## config.mk

```make
export PLATFORM = sky130hd
export DESIGN_NAME = dadda_product_accumulator_flat
export DESIGN_NICKNAME = d
export VERILOG_FILES = /design/src/rtl/dadda_product_accumulator_if.sv /design/src/rtl/dadda_product_accumulator.sv /design/src/flat_wrapper.sv
export SDC_FILE = /design/constraint.sdc
export NUM_CORES = 1
export LEC_CHECK = 0
export ABC_AREA = 1
export ABC_CLOCK_PERIOD_IN_PS = 2100
export BUFFER_PORTS_ARGS = -buffer_cell sky130_fd_sc_hd__buf_2
export CORE_ASPECT_RATIO = 0.9
export CORE_MARGIN = 2
export CORE_UTILIZATION = 57
export DETAILED_ROUTE_END_ITERATION = 10
export GPL_ROUTABILITY_DRIVEN = 0
export HOLD_SLACK_MARGIN = 0.02
export PLACE_DENSITY = 0.91
export REMOVE_ABC_BUFFERS = 1
export SETUP_SLACK_MARGIN = 0.2
export SYNTH_ARGS = -nofsm -noshare
export SYNTH_HDL_FRONTEND = slang
export SYNTH_SLANG_ARGS = --single-unit
```

## constraint.sdc

```tcl
create_clock -name clock -period 2.1 [get_ports clock]
set_input_delay 0.21 -clock clock [delete_from_list [all_inputs] [get_ports clock]]
set_output_delay 0.21 -clock clock [all_outputs]
set_load 0.1 [all_outputs]
```

## src/rtl/dadda_product_accumulator_if.sv

```systemverilog
// Product/result bus for dadda_product_accumulator.
//   master : upstream producer + downstream consumer side
//            (drives in_valid, product, out_ready)
//   slave  : accumulator side
//            (drives in_ready, out_valid, out_data, out_ovf)
// Parameters BIT and ACC_W must match those of the attached accumulator.
interface dadda_product_accumulator_if #(
  parameter int BIT   = 8,
  parameter int ACC_W = 20
);
  logic               in_valid;
  logic               in_ready;
  logic [2*BIT-1:0]   product;
  logic               out_valid;
  logic               out_ready;
  logic [ACC_W-1:0]   out_data;
  logic               out_ovf;

  modport master (
    output in_valid, product, out_ready,
    input  in_ready, out_valid, out_data, out_ovf
  );

  modport slave (
    input  in_valid, product, out_ready,
    output in_ready, out_valid, out_data, out_ovf
  );
endinterface

```

## src/rtl/dadda_product_accumulator.sv

```systemverilog
// Registered accumulation stage behind the DADDA_8x8 multiplier. Sums VEC_LEN
// consecutive 2*BIT-bit unsigned products into an ACC_W-bit result, which is
// offered on a valid/ready port together with a per-vector overflow flag.
//
// Ports:
//   clock    : rising-edge clock
//   reset_n  : asynchronous active-low reset
//   clear    : synchronous abort of the current vector (drops pending result)
//   bus      : slave side of dadda_product_accumulator_if
//              in_valid/in_ready/product  - product input handshake
//              out_valid/out_ready        - result handshake
//              out_data/out_ovf           - result and overflow flag
//
// Configuration macro: DADDA_ACC_SAT_EN
//   defined   : accumulation saturates at all-ones on carry out
//   undefined : accumulation wraps modulo 2^ACC_W; out_ovf reports the wrap
module dadda_product_accumulator #(
  parameter int BIT     = 8,
  parameter int ACC_W   = 20,
  parameter int VEC_LEN = 4
) (
  input  logic                        clock,
  input  logic                        reset_n,
  input  logic                        clear,
  dadda_product_accumulator_if.slave  bus
);

  localparam int SUM_W = ACC_W + 1;
  localparam int CNT_W = (VEC_LEN > 1) ? $clog2(VEC_LEN) : 1;
  localparam logic [CNT_W-1:0] CNT_LAST = CNT_W'(VEC_LEN - 1);

  typedef enum logic {
    ST_ACC,
    ST_HOLD
  } state_e;

  state_e             state_q, state_d;
  logic [ACC_W-1:0]   acc_q, acc_d;
  logic [CNT_W-1:0]   cnt_q, cnt_d;
  logic               ovf_acc_q, ovf_acc_d;
  logic               out_valid_q, out_valid_d;
  logic [ACC_W-1:0]   out_data_q, out_data_d;
  logic               out_ovf_q, out_ovf_d;

  logic [SUM_W-1:0]   sum;
  logic               carry;
  logic [ACC_W-1:0]   acc_upd;

  // One extra bit on the adder exposes the carry out of bit ACC_W-1.
  always_comb begin
    sum   = {1'b0, acc_q} + SUM_W'(bus.product);
    carry = sum[ACC_W];
`ifdef DADDA_ACC_SAT_EN
    // Once clamped, any further non-zero product carries again, so the
    // accumulator stays at all-ones for the remainder of the vector.
    acc_upd = carry ? '1 : sum[ACC_W-1:0];
`else
    acc_upd = sum[ACC_W-1:0];
`endif
  end

  always_comb begin
    state_d     = state_q;
    acc_d       = acc_q;
    cnt_d       = cnt_q;
    ovf_acc_d   = ovf_acc_q;
    out_valid_d = out_valid_q;
    out_data_d  = out_data_q;
    out_ovf_d   = out_ovf_q;

    if (clear) begin
      // out_data intentionally keeps its last value.
      acc_d       = '0;
      cnt_d       = '0;
      ovf_acc_d   = 1'b0;
      out_valid_d = 1'b0;
      out_ovf_d   = 1'b0;
      state_d     = ST_ACC;
    end else begin
      case (state_q)
        ST_ACC: begin
          if (bus.in_valid) begin
            if (cnt_q == CNT_LAST) begin
              out_data_d  = acc_upd;
              out_ovf_d   = ovf_acc_q | carry;
              out_valid_d = 1'b1;
              acc_d       = '0;
              cnt_d       = '0;
              ovf_acc_d   = 1'b0;
              state_d     = ST_HOLD;
            end else begin
              acc_d     = acc_upd;
              cnt_d     = cnt_q + 1'b1;
              ovf_acc_d = ovf_acc_q | carry;
            end
          end
        end
        ST_HOLD: begin
          if (out_valid_q && bus.out_ready) begin
            out_valid_d = 1'b0;
            state_d     = ST_ACC;
          end
        end
        default: state_d = ST_ACC;
      endcase
    end
  end

  always_ff @(posedge clock or negedge reset_n) begin
    if (!reset_n) begin
      state_q     <= ST_ACC;
      acc_q       <= '0;
      cnt_q       <= '0;
      ovf_acc_q   <= 1'b0;
      out_valid_q <= 1'b0;
      out_data_q  <= '0;
      out_ovf_q   <= 1'b0;
    end else begin
      state_q     <= state_d;
      acc_q       <= acc_d;
      cnt_q       <= cnt_d;
      ovf_acc_q   <= ovf_acc_d;
      out_valid_q <= out_valid_d;
      out_data_q  <= out_data_d;
      out_ovf_q   <= out_ovf_d;
    end
  end

  assign bus.in_ready  = (state_q == ST_ACC);
  assign bus.out_valid = out_valid_q;
  assign bus.out_data  = out_data_q;
  assign bus.out_ovf   = out_ovf_q;

endmodule

```

## src/flat_wrapper.sv

```systemverilog
// flat-port wrapper written by rule: the top's interface ports become plain ports
module dadda_product_accumulator_flat 
#(
  parameter int BIT     = 8,
  parameter int ACC_W   = 20,
  parameter int VEC_LEN = 4
)
  (clock, reset_n, clear, bus_in_valid, bus_product, bus_out_ready, bus_in_ready, bus_out_valid, bus_out_data, bus_out_ovf);
  dadda_product_accumulator_if #(.BIT(BIT), .ACC_W(ACC_W)) bus_i ();
  input  logic clock;
  input  logic reset_n;
  input  logic clear;
  input wire logic [$bits(bus_i.in_valid)-1:0] bus_in_valid;
  input wire logic [$bits(bus_i.product)-1:0] bus_product;
  input wire logic [$bits(bus_i.out_ready)-1:0] bus_out_ready;
  output wire logic [$bits(bus_i.in_ready)-1:0] bus_in_ready;
  output wire logic [$bits(bus_i.out_valid)-1:0] bus_out_valid;
  output wire logic [$bits(bus_i.out_data)-1:0] bus_out_data;
  output wire logic [$bits(bus_i.out_ovf)-1:0] bus_out_ovf;
  assign bus_i.in_valid = bus_in_valid;
  assign bus_i.product = bus_product;
  assign bus_i.out_ready = bus_out_ready;
  assign bus_in_ready = bus_i.in_ready;
  assign bus_out_valid = bus_i.out_valid;
  assign bus_out_data = bus_i.out_data;
  assign bus_out_ovf = bus_i.out_ovf;
  dadda_product_accumulator #(.BIT(BIT), .ACC_W(ACC_W), .VEC_LEN(VEC_LEN)) u_core (.clock(clock), .reset_n(reset_n), .clear(clear), .bus(bus_i));
endmodule
```

Word-level counts from Yosys, hierarchy flattened
Cells that the tools add are included.
{"block": "word_totals", "output_inout_bits": 23, "reg_bits": 46, "elab_cells": 50, "in_bits": 21}
{"block": "classes", "eq_ne": 5, "bitwise": 3, "reduce_logical": 7, "n_addsub": 2, "n_mux": 26}
{"op": "$mux 20", "n": 4}
{"op": "$add 20x16->21", "n": 1}
{"op": "$mux 1", "n": 16}
{"op": "$mux 2", "n": 4}
{"op": "$ne 3x3->1 const B", "n": 2}
{"op": "$reduce_and 3->1", "n": 2}
{"op": "$pmux 1 s2", "n": 2}
{"op": "$reduce_and 4->1", "n": 1}
{"op": "$reduce_bool 2->1", "n": 2}
{"op": "$ne 3x2->1 const B", "n": 1}
{"op": "$add 2x1->2 const B", "n": 1}
{"op": "$eq 2x2->1 const B", "n": 1}
{"op": "$ne 2x2->1 const B", "n": 1}
{"op": "$not 1->1", "n": 2}
{"op": "$reduce_and 2->1", "n": 1}
{"op": "$logic_and 1x1->1", "n": 1}
{"op": "$or 1x1->1", "n": 1}

Longest topological paths before layout
Gate-level depths: netlist (run 1).
{"block": "logic_depth", "ltp_word": 6, "ltp_mapped": 12, "ltp_nobuf": 12}

Worst setup path before layout (run 1)
Ideal clock, no wire load.
{"block": "synth_path", "kind": "flip-flop to flip-flop", "from": "register u_core.state_q", "to": "register u_core.acc_q[10]", "stages_incl_launch_ff": 7, "path_buffers": 1, "arrival_time_ps": 1726, "setup_time_ps": 65, "period_less_slack_ps": 1791, "t_required_ps": 2035, "setup_slack_ps": 309, "path_cell_list": "dfrtp_1 -> inv_1 -> a21oi_2 -> nor2_1 -> buf_2 -> nand3b_1 -> nand2_1"}
{"block": "synth_via", "elab_chain_len": 2}
{"element": "start: declaration", "line": "dadda_product_accumulator.sv:37", "rtl": "state_e state_q, state_d;"}
{"element": "start signal: assignment", "line": "dadda_product_accumulator.sv:119", "rtl": "state_q <= state_d;"}
{"element": "$ne 2x2->1 (no source line)"}
{"element": "$reduce_and 2->1 (no source line)"}
{"element": "end signal: assignment", "line": "dadda_product_accumulator.sv:112", "rtl": "acc_q <= '0;"}
{"element": "end signal: assignment", "line": "dadda_product_accumulator.sv:120", "rtl": "acc_q <= acc_d;"}
{"element": "end: declaration", "line": "dadda_product_accumulator.sv:38", "rtl": "logic [ACC_W-1:0] acc_q, acc_d;"}
No other way between the ends.
A chain may end at the register's enable or synchronous reset.

Worst setup path in the final report (run 1)
{"block": "layout_path", "from": "register u_core.acc_q[9]", "to": "register u_core.out_data_q[15], in the netlist u_core.bus.out_data[15]"}
{"block": "layout_via", "elab_chain_len": 1}
{"element": "$add 20x16->21", "line": "dadda_product_accumulator.sv:51", "rtl": "sum = {1'b0, acc_q} + SUM_W'(bus.product);"}
{"element": "end signal: assignment", "line": "dadda_product_accumulator.sv:124", "rtl": "out_data_q <= out_data_d;"}
{"element": "end: declaration", "line": "dadda_product_accumulator.sv:42", "rtl": "logic [ACC_W-1:0] out_data_q, out_data_d;"}
No other way between the ends.

==> results of run 1 <==
[timing repair]
action / 4_1_cts / 5_1_grt
buffers inserted: 1 / 1
hold buffers: 1 / 0
gates resized for setup: 2 / 26
pin swaps: 1 / 9
hold endpoints to repair: 23 / 0
gates cloned: 0 / 0
setup endpoints to repair: 6 / 21
[how the worst max path moves through the flow]
stage,slack (ps),cells after the start,from,end
after detailed placement,120,12,u_core.acc_q[0],u_core.bus.out_ovf
after global routing,180,9,u_core.acc_q[14],u_core.acc_q[19]
after CTS,190,10,u_core.acc_q[0],u_core.bus.out_data[12]
after global placement,200,12,u_core.acc_q[0],u_core.bus.out_ovf
after floorplan,-210,5,u_core.state_q,u_core.acc_q[3]
final,240,10,u_core.acc_q[9],u_core.bus.out_data[15]
[power by group through the flow]
| stage | Sequential (uW) | Clock, uW | Combinational (uW) |
|---|---|---|---|
| after detailed placement | 1320 | 0 | 2730 |
| after CTS | 1320 | 671 | 2770 |
| after global placement | 1310 | 0 | 2660 |
| after floorplan | 2320 | 0 | 1220 |
| after global routing | 1360 | 706 | 3190 |
| final | 1330 | 665 | 2980 |
[cell families after synthesis]
kind of cell    count (synthesis)  share of synthesized area, %
compound gates                 41                          7.75
xor+xnor                        7                          2.12
fa+ha+maj                      18                          8.05
buf+inv                        50                          6.67
flops                          46                          39.8
simple gates                  236                          35.6
[flip-flops by register name, summed over array words and instances, names as in the netlist]
| name | cells |
|---|---|
| u_core.state_q | 1 |
| u_core.bus.out_valid | 1 |
| u_core.cnt_q | 2 |
| u_core.acc_q | 20 |
| u_core.ovf_acc_q | 1 |
| u_core.bus.out_data | 20 |
| u_core.bus.out_ovf | 1 |
[final cells by class]
class	instances	share of cell area (%)
multi-input cells	302	48.3
flip-flops and latches	46	33.1
repair buffers	52	8.57
inverters	43	4.64
well taps	65	2.34
clock buffers	7	2.20
clock inverters	1	0.864
[worst max-delay path: stages (launching register included)]
cell and delay [ps]:
dfrtp_1 390, ha_2 330, nand2_1 170, inv_1 80
nand2_1 70, and2_4 150, nor2_1 40, nor2_1 200
nand3b_1 130, nand3_1 130, nand2_1 70
[routing by layer]
layer | GRT usage (%) | vias up | part of all wire [%]
li1 | - | 1368 | -
met1 | 35.3 | 1407 | 41
met2 | 47.7 | 156 | 48
met3 | 4.79 | 40 | 7.7
met4 | 12.3 | 0 | 3.6
met5 | 0 | - | 0
[per-stage QoR]
stage | TNS (ps) | utilization, %
after floorplan | -2950 | -
after global placement | 0 | 66.0
after detailed placement | 0 | 66.0
after CTS | 0 | 68.7
after global routing | 0 | 71.5
final | 0 | 71.5
[layout by cell type, fill, tap and decap left out, types with 2 or more instances in the layout]
cell type  synthesis  layout
nand3_2            5       4
nand3b_1           9       9
a21oi_2            3       4
dfrtp_1           46      46
inv_2              2       2
ha_2               0       7
ha_1              17       6
buf_4              0       7
nor3_1             4       2
a21oi_1           13      12
nand4_1            2       2
clkbuf_8           0       5
o21ai_1            2       2
nor2_1            23      22
nand2_1          152     146
xnor2_1            5       5
nor3_2             0       2
o21ai_0           21      21
nand3_4            0       2
inv_1             41      41
nand2_2            6      11
clkbuf_1           3       2
ha_4               0       4
xor2_1             2       2
buf_2              4      43
nand3_1           30      29
nor2_2             4       4
==> impl_metrics.tcl, run 1 <==
set metrics [dict create \
    status "completed" \
    async_flop_share_pct 100 \
    syn_inst 398 \
    worst_setup_path_end_kind "flip-flop" \
    internal_power_uw 2280 \
    hold_slack_ps 170 \
    multi_input_area_um2 1680 \
    required_ps 2300 \
    synthFlopType "dfrtp_1" \
    clk_path_buf_depth 2 \
    via_per_inst 5.76 \
    hold_violations 0 \
    core_area_um2 4860 \
    synth_most_common_cell "nand2_1" \
    grt_pass1_vias 2880 \
    fin_crit_sh_pct 88.5 \
    finish.instance_area_um2 3480 \
    switching_share_pct 54.3 \
    fill_cells 378 \
    p_sw_uw 2700 \
    dp_slack_ps 120 \
    ys_types 25 \
    initial_core_util_pct 59.4 \
    seq_power_share_pct 26.8 \
    ys_warn_count 0 \
    ys_seq_area_share_pct 39.8 \
    syn_area_per_cell_um2 7.26 \
    vias 2971 \
    synthTopCellsByCount "nand2_1, dfrtp_1, inv_1" \
    reg2reg_to "u_core.bus.out_data[15]" \
    p_per_area_nw_per_um2 1430 \
    row_count 24 \
    r2r_setup_slack_ps 240 \
    max_slew_margin_pct 62.6 \
    drive_gt1_share_pct 22.4 \
    grt_max_degree 25 \
    clock_power_share_pct 13.4 \
    dp.cells 505 \
    final_nets 489 \
    grt_util_all_layers_pct 28.0 \
    synth_area_leader_cell "dfrtp_1" \
    layout_setup_ws_ps 242 \
    tightest_slew_ps 560 \
    startpoint_type "flip-flop" \
    min-delay-start "bus_out_ready" \
    clkTransAtPathRegs_ps 80 \
    diodes 0 \
    reg2reg_from "u_core.acc_q[9]" \
    setup_viol 0 \
    cts_max_level 2 \
    clock-sinks 46 \
    remaining_drc_errors 0 \
    p_comb_share_pct 59.9 \
    drt-pass1-iter-count 5 \
    antenna_found_initial 0 \
    synth_top_area_share_pct 39.8 \
    wl_mm 7.92 \
    final_cells 516 \
    power_uw 4980 \
    num_io_pins 44 \
    hold_depth 4 \
    finalMaxSlewViolations 0 \
    root_buffer "clkbuf_8" \
    leakagePower_uw 0.00192 \
    wl_per_cell_um 15.3 \
    cts_made_buffers 5 \
    fin_crit_ps 1860 \
    hpwl_mm 5.36 \
    grt.overflow.total 0 \
    portBuffers 43 \
    min_to "u_core.state_q" \
    synth_edf_count 0 \
    seq_area_um2 1150 \
    syn-cell-area_um2 2890 \
    die_area_um2 5660 \
    die_x_um 79.1 \
    arrival_ps 2060 \
    drt_iter0_markers 295 \
    clk_latency_ps 310 \
    crit_type "flip-flop to flip-flop" \
    worstRegToRegCells 10 \
    ir_worst_vdd_v 0.000791 \
    maxClockFrequency_ghz 0.538 \
    antenna_left 0 \
    area_growth_pct 20.3 \
    maxCapViolCount 0 \
    synth.area.top_cells "dfrtp_1, nand2_1, ha_1" \
    rsz0062_at_grt "true" \
    crit_path_max_fanout 5 \
    min-delay-path-class "input pin to flip-flop" \
    cts_tree "yes" \
    ys_ff_latch 46 \
    grt_pass1_wl_mm 12.5 \
    clock_skew_ps 7.03 \
    placed_cell_area_um2 3210 \
    die_h_um 71.6 \
]
Power figures use the tool's default switching activity.
==> inputs of run 2 (changes only) <==
--- a/config.mk
+++ b/config.mk
@@ -6,7 +6,7 @@
 export NUM_CORES = 1
 export LEC_CHECK = 0
 export ABC_AREA = 1
-export ABC_CLOCK_PERIOD_IN_PS = 2100
+export ABC_CLOCK_PERIOD_IN_PS = 2050
 export BUFFER_PORTS_ARGS = -buffer_cell sky130_fd_sc_hd__buf_2
 export CORE_ASPECT_RATIO = 0.9
 export CORE_MARGIN = 2
@@ -14,6 +14,7 @@
 export DETAILED_ROUTE_END_ITERATION = 10
 export GPL_ROUTABILITY_DRIVEN = 0
 export HOLD_SLACK_MARGIN = 0.02
+export MAX_ROUTING_LAYER = met4
 export PLACE_DENSITY = 0.91
 export REMOVE_ABC_BUFFERS = 1
 export SETUP_SLACK_MARGIN = 0.2
==> constraint.sdc (replaced) <==
create_clock -name clock -period 2.05 [get_ports clock]
set_input_delay 0.205 -clock clock [delete_from_list [all_inputs] [get_ports clock]]
set_output_delay 0.205 -clock clock [all_outputs]
set_load 0.1 [all_outputs]
==> run 2 against run 1 <==
  * Count of clock-buffer cells in the layout is the same
  * Worst setup slack lost 100 ps
  * First-iteration DRC count grew 51%
  * Maximum frequency shrank 2.6%
  * Combinational power grew 12%
  * Sequential power grew 5%
  * Non-clock buffer count grew 6
  * Critical endpoint is now u_core.bus.out_data[13]
==> impl_metrics.tcl, run 2 (synthesis results as in run 1) <==
set metrics [dict create \
    clock_power_share_pct 12.5 \
    hold_violations 0 \
    wl_per_cell_um 16.3 \
    setup_viol 0 \
    initial_core_util_pct 59.4 \
    status "completed" \
    min-delay-start "bus_out_ready" \
    drt_iter0_markers 445 \
    area_growth_pct 26.8 \
    startpoint_type "flip-flop" \
    switching_share_pct 53.8 \
    fin_crit_sh_pct 93.1 \
    fill_cells 337 \
    grt_pass1_vias 2713 \
    seq_power_share_pct 25.8 \
    min-delay-path-class "input pin to flip-flop" \
    die_x_um 79.1 \
    antenna_found_initial 0 \
    p_comb_share_pct 61.7 \
    finalMaxSlewViolations 0 \
    wl_mm 8.52 \
    clk_path_buf_depth 2 \
    hold_depth 4 \
    clock-sinks 46 \
    drt-pass1-iter-count 6 \
    cts_max_level 2 \
    max_slew_margin_pct 61.1 \
    row_count 24 \
    worst_setup_path_end_kind "flip-flop" \
    die_area_um2 5660 \
    root_buffer "clkbuf_8" \
    die_h_um 71.6 \
    clkTransAtPathRegs_ps 80 \
    cts_made_buffers 5 \
    min_to "u_core.state_q" \
    max_stage_delay_ps 420 \
    cpMaxStageDelayCell "dfrtp_1" \
    tns_ps 0 \
    grt.overflow.total 0 \
    layout_common_cells "nand2_1, dfrtp_1, buf_2" \
    antenna_left 0 \
    internal_power_uw 2510 \
    r2r_setup_slack_ps 140 \
    hpwl_mm 5.21 \
    grt_pass1_wl_mm 12.0 \
    crit_path_frequent_cell "nand2_1" \
    via_per_inst 5.96 \
    remaining_drc_errors 0 \
    maxClockFrequency_ghz 0.524 \
    worstRegToRegCells 10 \
    arrival_ps 2100 \
    p_sw_uw 2920 \
    clk_latency_ps 310 \
    maxCapViolCount 0 \
    num_io_pins 44 \
    crit_path_max_fanout 5 \
    clock_skew_ps 6.18 \
    core_area_um2 4860 \
    drive_gt1_share_pct 26.5 \
    reg2reg_from "u_core.acc_q[9]" \
    required_ps 2240 \
    tightest_slew_ps 584 \
    crit_type "flip-flop to flip-flop" \
    vias 3111 \
    leakagePower_uw 0.00196 \
    portBuffers 43 \
    final_nets 495 \
    reg2reg_to "u_core.bus.out_data[13]" \
    diodes 0 \
    fin_crit_ps 1910 \
    grt_util_all_layers_pct 28.1 \
    power_uw 5430 \
    cts_tree "yes" \
    ir_worst_vdd_v 0.00104 \
    rsz0062_at_grt "true" \
    p_per_area_nw_per_um2 1480 \
    grt_max_degree 28 \
    final_common_cell "nand2_1" \
    path_cells "ha_4, nand2_1, inv_1, nand2_1, nor3_1, nand2_1, nand2_1, nand2_1, nand3_1, nand2_1" \
]
run 2: cell types whose count changed in the layout (fill, tap and decap cells not counted), moves of 2 or more:
cell,change
ha_4,+11
buf_4,+7
ha_2,-7
ha_1,-4
a21oi_1,-3
a21oi_2,+3
nand3_2,+3
nand2_1,-2
nand2_2,+2
nand3_1,-2
nor2_2,+2
o21ai_0,-2
o21ai_1,+2
run 2: how the worst max path moves through the flow:
| stage | start | end | slack, ps |
|---|---|---|---|
| after global routing | u_core.acc_q[12] | u_core.bus.out_data[13] | 100 |
| after global placement | u_core.acc_q[0] | u_core.bus.out_ovf | 150 |
| after floorplan | u_core.state_q | u_core.acc_q[3] | -260 |
| after detailed placement | u_core.acc_q[0] | u_core.bus.out_ovf | 70 |
| after CTS | u_core.acc_q[0] | u_core.bus.out_data[14] | 190 |
| final | u_core.acc_q[9] | u_core.bus.out_data[13] | 140 |
run 2: per-layer routing:
metal / global-route usage (%) / up-vias / share of wire [%] / wire, um
met4: 10.2 / 0 / 3.2 / 274
met1: 35.3 / 1471 / 40 / 3390
li1: - / 1383 / - / -
met5: - / - / 0 / 0
met3: 4.53 / 43 / 9.9 / 842
met2: 46.2 / 214 / 47 / 4010
run 2: layout make-up:
type                    count  area (um2)  area share, %
multi-input cells         302        1830           50.0
flip-flops and latches     46        1150           31.4
repair buffers             58         330           9.02
inverters                  43         161           4.41
well taps                  65        81.3           2.22
clock buffers               7        76.3           2.08
clock inverters             1        30.0          0.820
run 2: timing repair:
action	CTS	global route
endpoints found under the setup margin	9	24
hold buffers	1	0
pin swaps	5	11
hold endpoints to repair	25	0
setup buffers	4	3
resized for setup	9	42
run 2: power by group through the flow:
| stage | combinational, uW | clock, uW | sequential, uW |
|---|---|---|---|
| floorplan | 1250 | 0 | 2380 |
| global placement | 2720 | 0 | 1340 |
| detailed placement | 2790 | 0 | 1360 |
| CTS | 2850 | 678 | 1350 |
| global route | 3540 | 714 | 1430 |
| finish | 3350 | 680 | 1400 |
run 2: critical path: cells and delay by family, from the launching register on:
kind | cells | cell delay [ps]
DFF | 1 | 420
and+or+nand+nor | 8 | 970
buffers and inverters | 1 | 80
adders and majority gates | 1 | 310
run 2: metrics by stage:
stage	instance area (um2)	worst slack, ps	hold slack, ps	util (%)	instances
after detailed placement	3210	69.6	235	65.9	506
after CTS	3390	194	174	69.7	519
after global routing	3660	102	181	75.3	522
after floorplan	2860	-256	-90.6	-	391
after global placement	3210	154	229	65.9	506
final	3660	142	172	75.3	522
==> inputs of run 3 (changes only) <==
--- a/config.mk
+++ b/config.mk
@@ -6,16 +6,16 @@
 export NUM_CORES = 1
 export LEC_CHECK = 0
 export ABC_AREA = 1
-export ABC_CLOCK_PERIOD_IN_PS = 2050
+export ABC_CLOCK_PERIOD_IN_PS = 2350
 export BUFFER_PORTS_ARGS = -buffer_cell sky130_fd_sc_hd__buf_2
 export CORE_ASPECT_RATIO = 0.9
 export CORE_MARGIN = 2
-export CORE_UTILIZATION = 57
+export CORE_UTILIZATION = 60
 export DETAILED_ROUTE_END_ITERATION = 10
 export GPL_ROUTABILITY_DRIVEN = 0
 export HOLD_SLACK_MARGIN = 0.02
 export MAX_ROUTING_LAYER = met4
-export PLACE_DENSITY = 0.91
+export PLACE_DENSITY = 0.95
 export REMOVE_ABC_BUFFERS = 1
 export SETUP_SLACK_MARGIN = 0.2
 export SYNTH_ARGS = -nofsm -noshare
==> constraint.sdc (replaced) <==
create_clock -name clock -period 2.35 [get_ports clock]
set_input_delay 0.235 -clock clock [delete_from_list [all_inputs] [get_ports clock]]
set_output_delay 0.235 -clock clock [all_outputs]
set_load 0.1 [all_outputs]
==> run 3 against run 2 <==
  * Clock skew increased by 5.1 ps
  * Count of clock-buffer cells in the layout shrank 1
  * Final cell count is 2.9% lower
  * Non-clock buffer count decreased by 12
  * Worst setup slack gained 200 ps
  * Register-to-register slack gained 200 ps
  * Design area down 10%
  * Sequential share of layout area grew 3.6 points
  * Sequential power fell by 16%
  * Via count down 13%
  * Highest routed layer unchanged
==> impl_metrics.tcl, run 3 (synthesis results as in run 1) <==
set metrics [dict create \
    die_x_um 77.2 \
    worst_setup_path_end_kind "flip-flop" \
    drt-pass1-iter-count 4 \
    internal_power_uw 1940 \
    crit_path_max_fanout 3 \
    tns_ps 0 \
    status "completed" \
    path_cells "ha_1, fa_1, nand3_1, nand3_2, nand2_1, nand3_2, nand2_1, nand2_1, nand2_1, nand2_1, nand2_1, nand2_1" \
    seq_power_share_pct 27.8 \
    die_h_um 69.8 \
    wl_per_cell_um 12.6 \
    cts_hold_buffers 0 \
    maxClockFrequency_ghz 0.497 \
    r2r_setup_slack_ps 340 \
    cts_tree "yes" \
    core_area_um2 4550 \
    power_uw 4200 \
    cts_made_buffers 5 \
    antenna_found_initial 0 \
    reg2reg_from "u_core.acc_q[0]" \
    vias 2693 \
    ir_worst_vdd_v 0.00116 \
    crit_path_frequent_cell "nand2_1" \
    top_layer "met4" \
    path_buf_inv 0 \
    finalMaxSlewViolations 0 \
    cts.repair.resized 0 \
    cpMaxStageDelayCell "fa_1" \
    diodes 0 \
    clock-sinks 46 \
    reg2reg_to "u_core.bus.out_ovf" \
    area_growth_pct 13.6 \
    final_common_cell "nand2_1" \
    wl_mm 6.38 \
    hpwl_mm 4.78 \
    clock_skew_ps 11.3 \
    p_per_area_nw_per_um2 1280 \
    setup_viol 0 \
    clock_power_share_pct 14.0 \
    clkTransAtPathRegs_ps 90 \
    rsz0062_at_grt "false" \
    initial_core_util_pct 63.6 \
    max_stage_delay_ps 440 \
    routed-wl-met3_um 342 \
    switching_share_pct 53.9 \
    final_nets 483 \
    leakagePower_uw 0.00188 \
    crit_type "flip-flop to flip-flop" \
    fin_crit_ps 2010 \
    p_comb_share_pct 58.1 \
    root_buffer "clkbuf_8" \
    startpoint "u_core.acc_q[0]" \
    met2_length_mm 2.94 \
    arrival_ps 2200 \
    antenna_left 0 \
    clk_latency_ps 310 \
    layout_common_cells "nand2_1, dfrtp_1, buf_2" \
    grt_pass1_wl_mm 11.6 \
    row_count 23 \
    drt_iter0_markers 212 \
    num_io_pins 44 \
    required_ps 2540 \
    cts_setup_buffers 0 \
    via_per_inst 5.31 \
    grt.overflow.total 0 \
    worstRegToRegCells 12 \
    grt_pass1_vias 2693 \
    grt_util_all_layers_pct 27.4 \
    wl_met1_mm 2.99 \
    clk_path_buf_depth 2 \
    p_sw_uw 2260 \
    maxCapViolCount 0 \
    portBuffers 43 \
    drive_gt1_share_pct 16.6 \
    cts_max_level 2 \
    tightest_slew_ps 965 \
    fin_crit_sh_pct 85.6 \
    grt_max_degree 47 \
    startpoint_type "flip-flop" \
    min-delay-path-class "input pin to asynchronous set/reset pin" \
    cpLargestDelayFamily "simple AND/OR/NAND/NOR gates" \
    hold_violations 0 \
    max_slew_margin_pct 35.7 \
    remaining_drc_errors 0 \
    die_area_um2 5390 \
]
[run 3: worst register-to-register path: stages, from the launching register on]
cell and delay [ps]:
dfrtp_1 400, ha_1 220, fa_1 440, nand3_1 110, nand3_2 90, nand2_1 80
nand3_2 110, nand2_1 120, nand2_1 80, nand2_1 100, nand2_1 50, nand2_1 50
nand2_1 60
[run 3: power groups by stage]
stage / combinational, uW / sequential, uW / clock, uW
CTS: 2440 / 1170 / 601
global placement: 2370 / 1170 / 0
floorplan: 1090 / 2080 / 0
finish: 2440 / 1170 / 590
detailed placement: 2430 / 1180 / 0
global route: 2670 / 1200 / 632
[run 3: how the worst max path moves through the flow]
stage | slack, ps | end | depth (start not counted)
finish | 340 | u_core.bus.out_ovf | 12
CTS | 360 | u_core.bus.out_ovf | 12
floorplan | 40 | u_core.acc_q[3] | 5
global route | 220 | u_core.bus.out_ovf | 12
detailed placement | 380 | u_core.bus.out_ovf | 12
global placement | 430 | u_core.bus.out_ovf | 12
[run 3: cell type report]
| type | count | area (um2) |
|---|---|---|
| clock buffer | 6 | 72.6 |
| clock inverter | 2 | 37.5 |
| fill | 367 | 1260 |
| inverter | 43 | 161 |
| multi-input combinational | 302 | 1550 |
| sequential | 46 | 1150 |
| tap | 62 | 77.6 |
| timing repair buffer | 46 | 238 |
[run 3: per-layer routing]
metal	global-route usage [%]	vias up
met5	-	-
met4	8.73	0
met3	5.47	14
met2	43.3	78
met1	35.6	1241
li1	-	1360
[run 3: stage by stage]
step	setup WS, ps	cells	instance area, um2	utilization (%)	hold WS [ps]
2_1_floorplan	43.7	391	2860	-	-60.6
3_3_place_gp	433	499	3170	69.8	445
3_5_place_dp	380	499	3170	69.8	460
4_1_cts	357	507	3280	72.2	121
5_1_grt	223	507	3280	72.2	169
6_report	339	507	3280	72.2	73.6
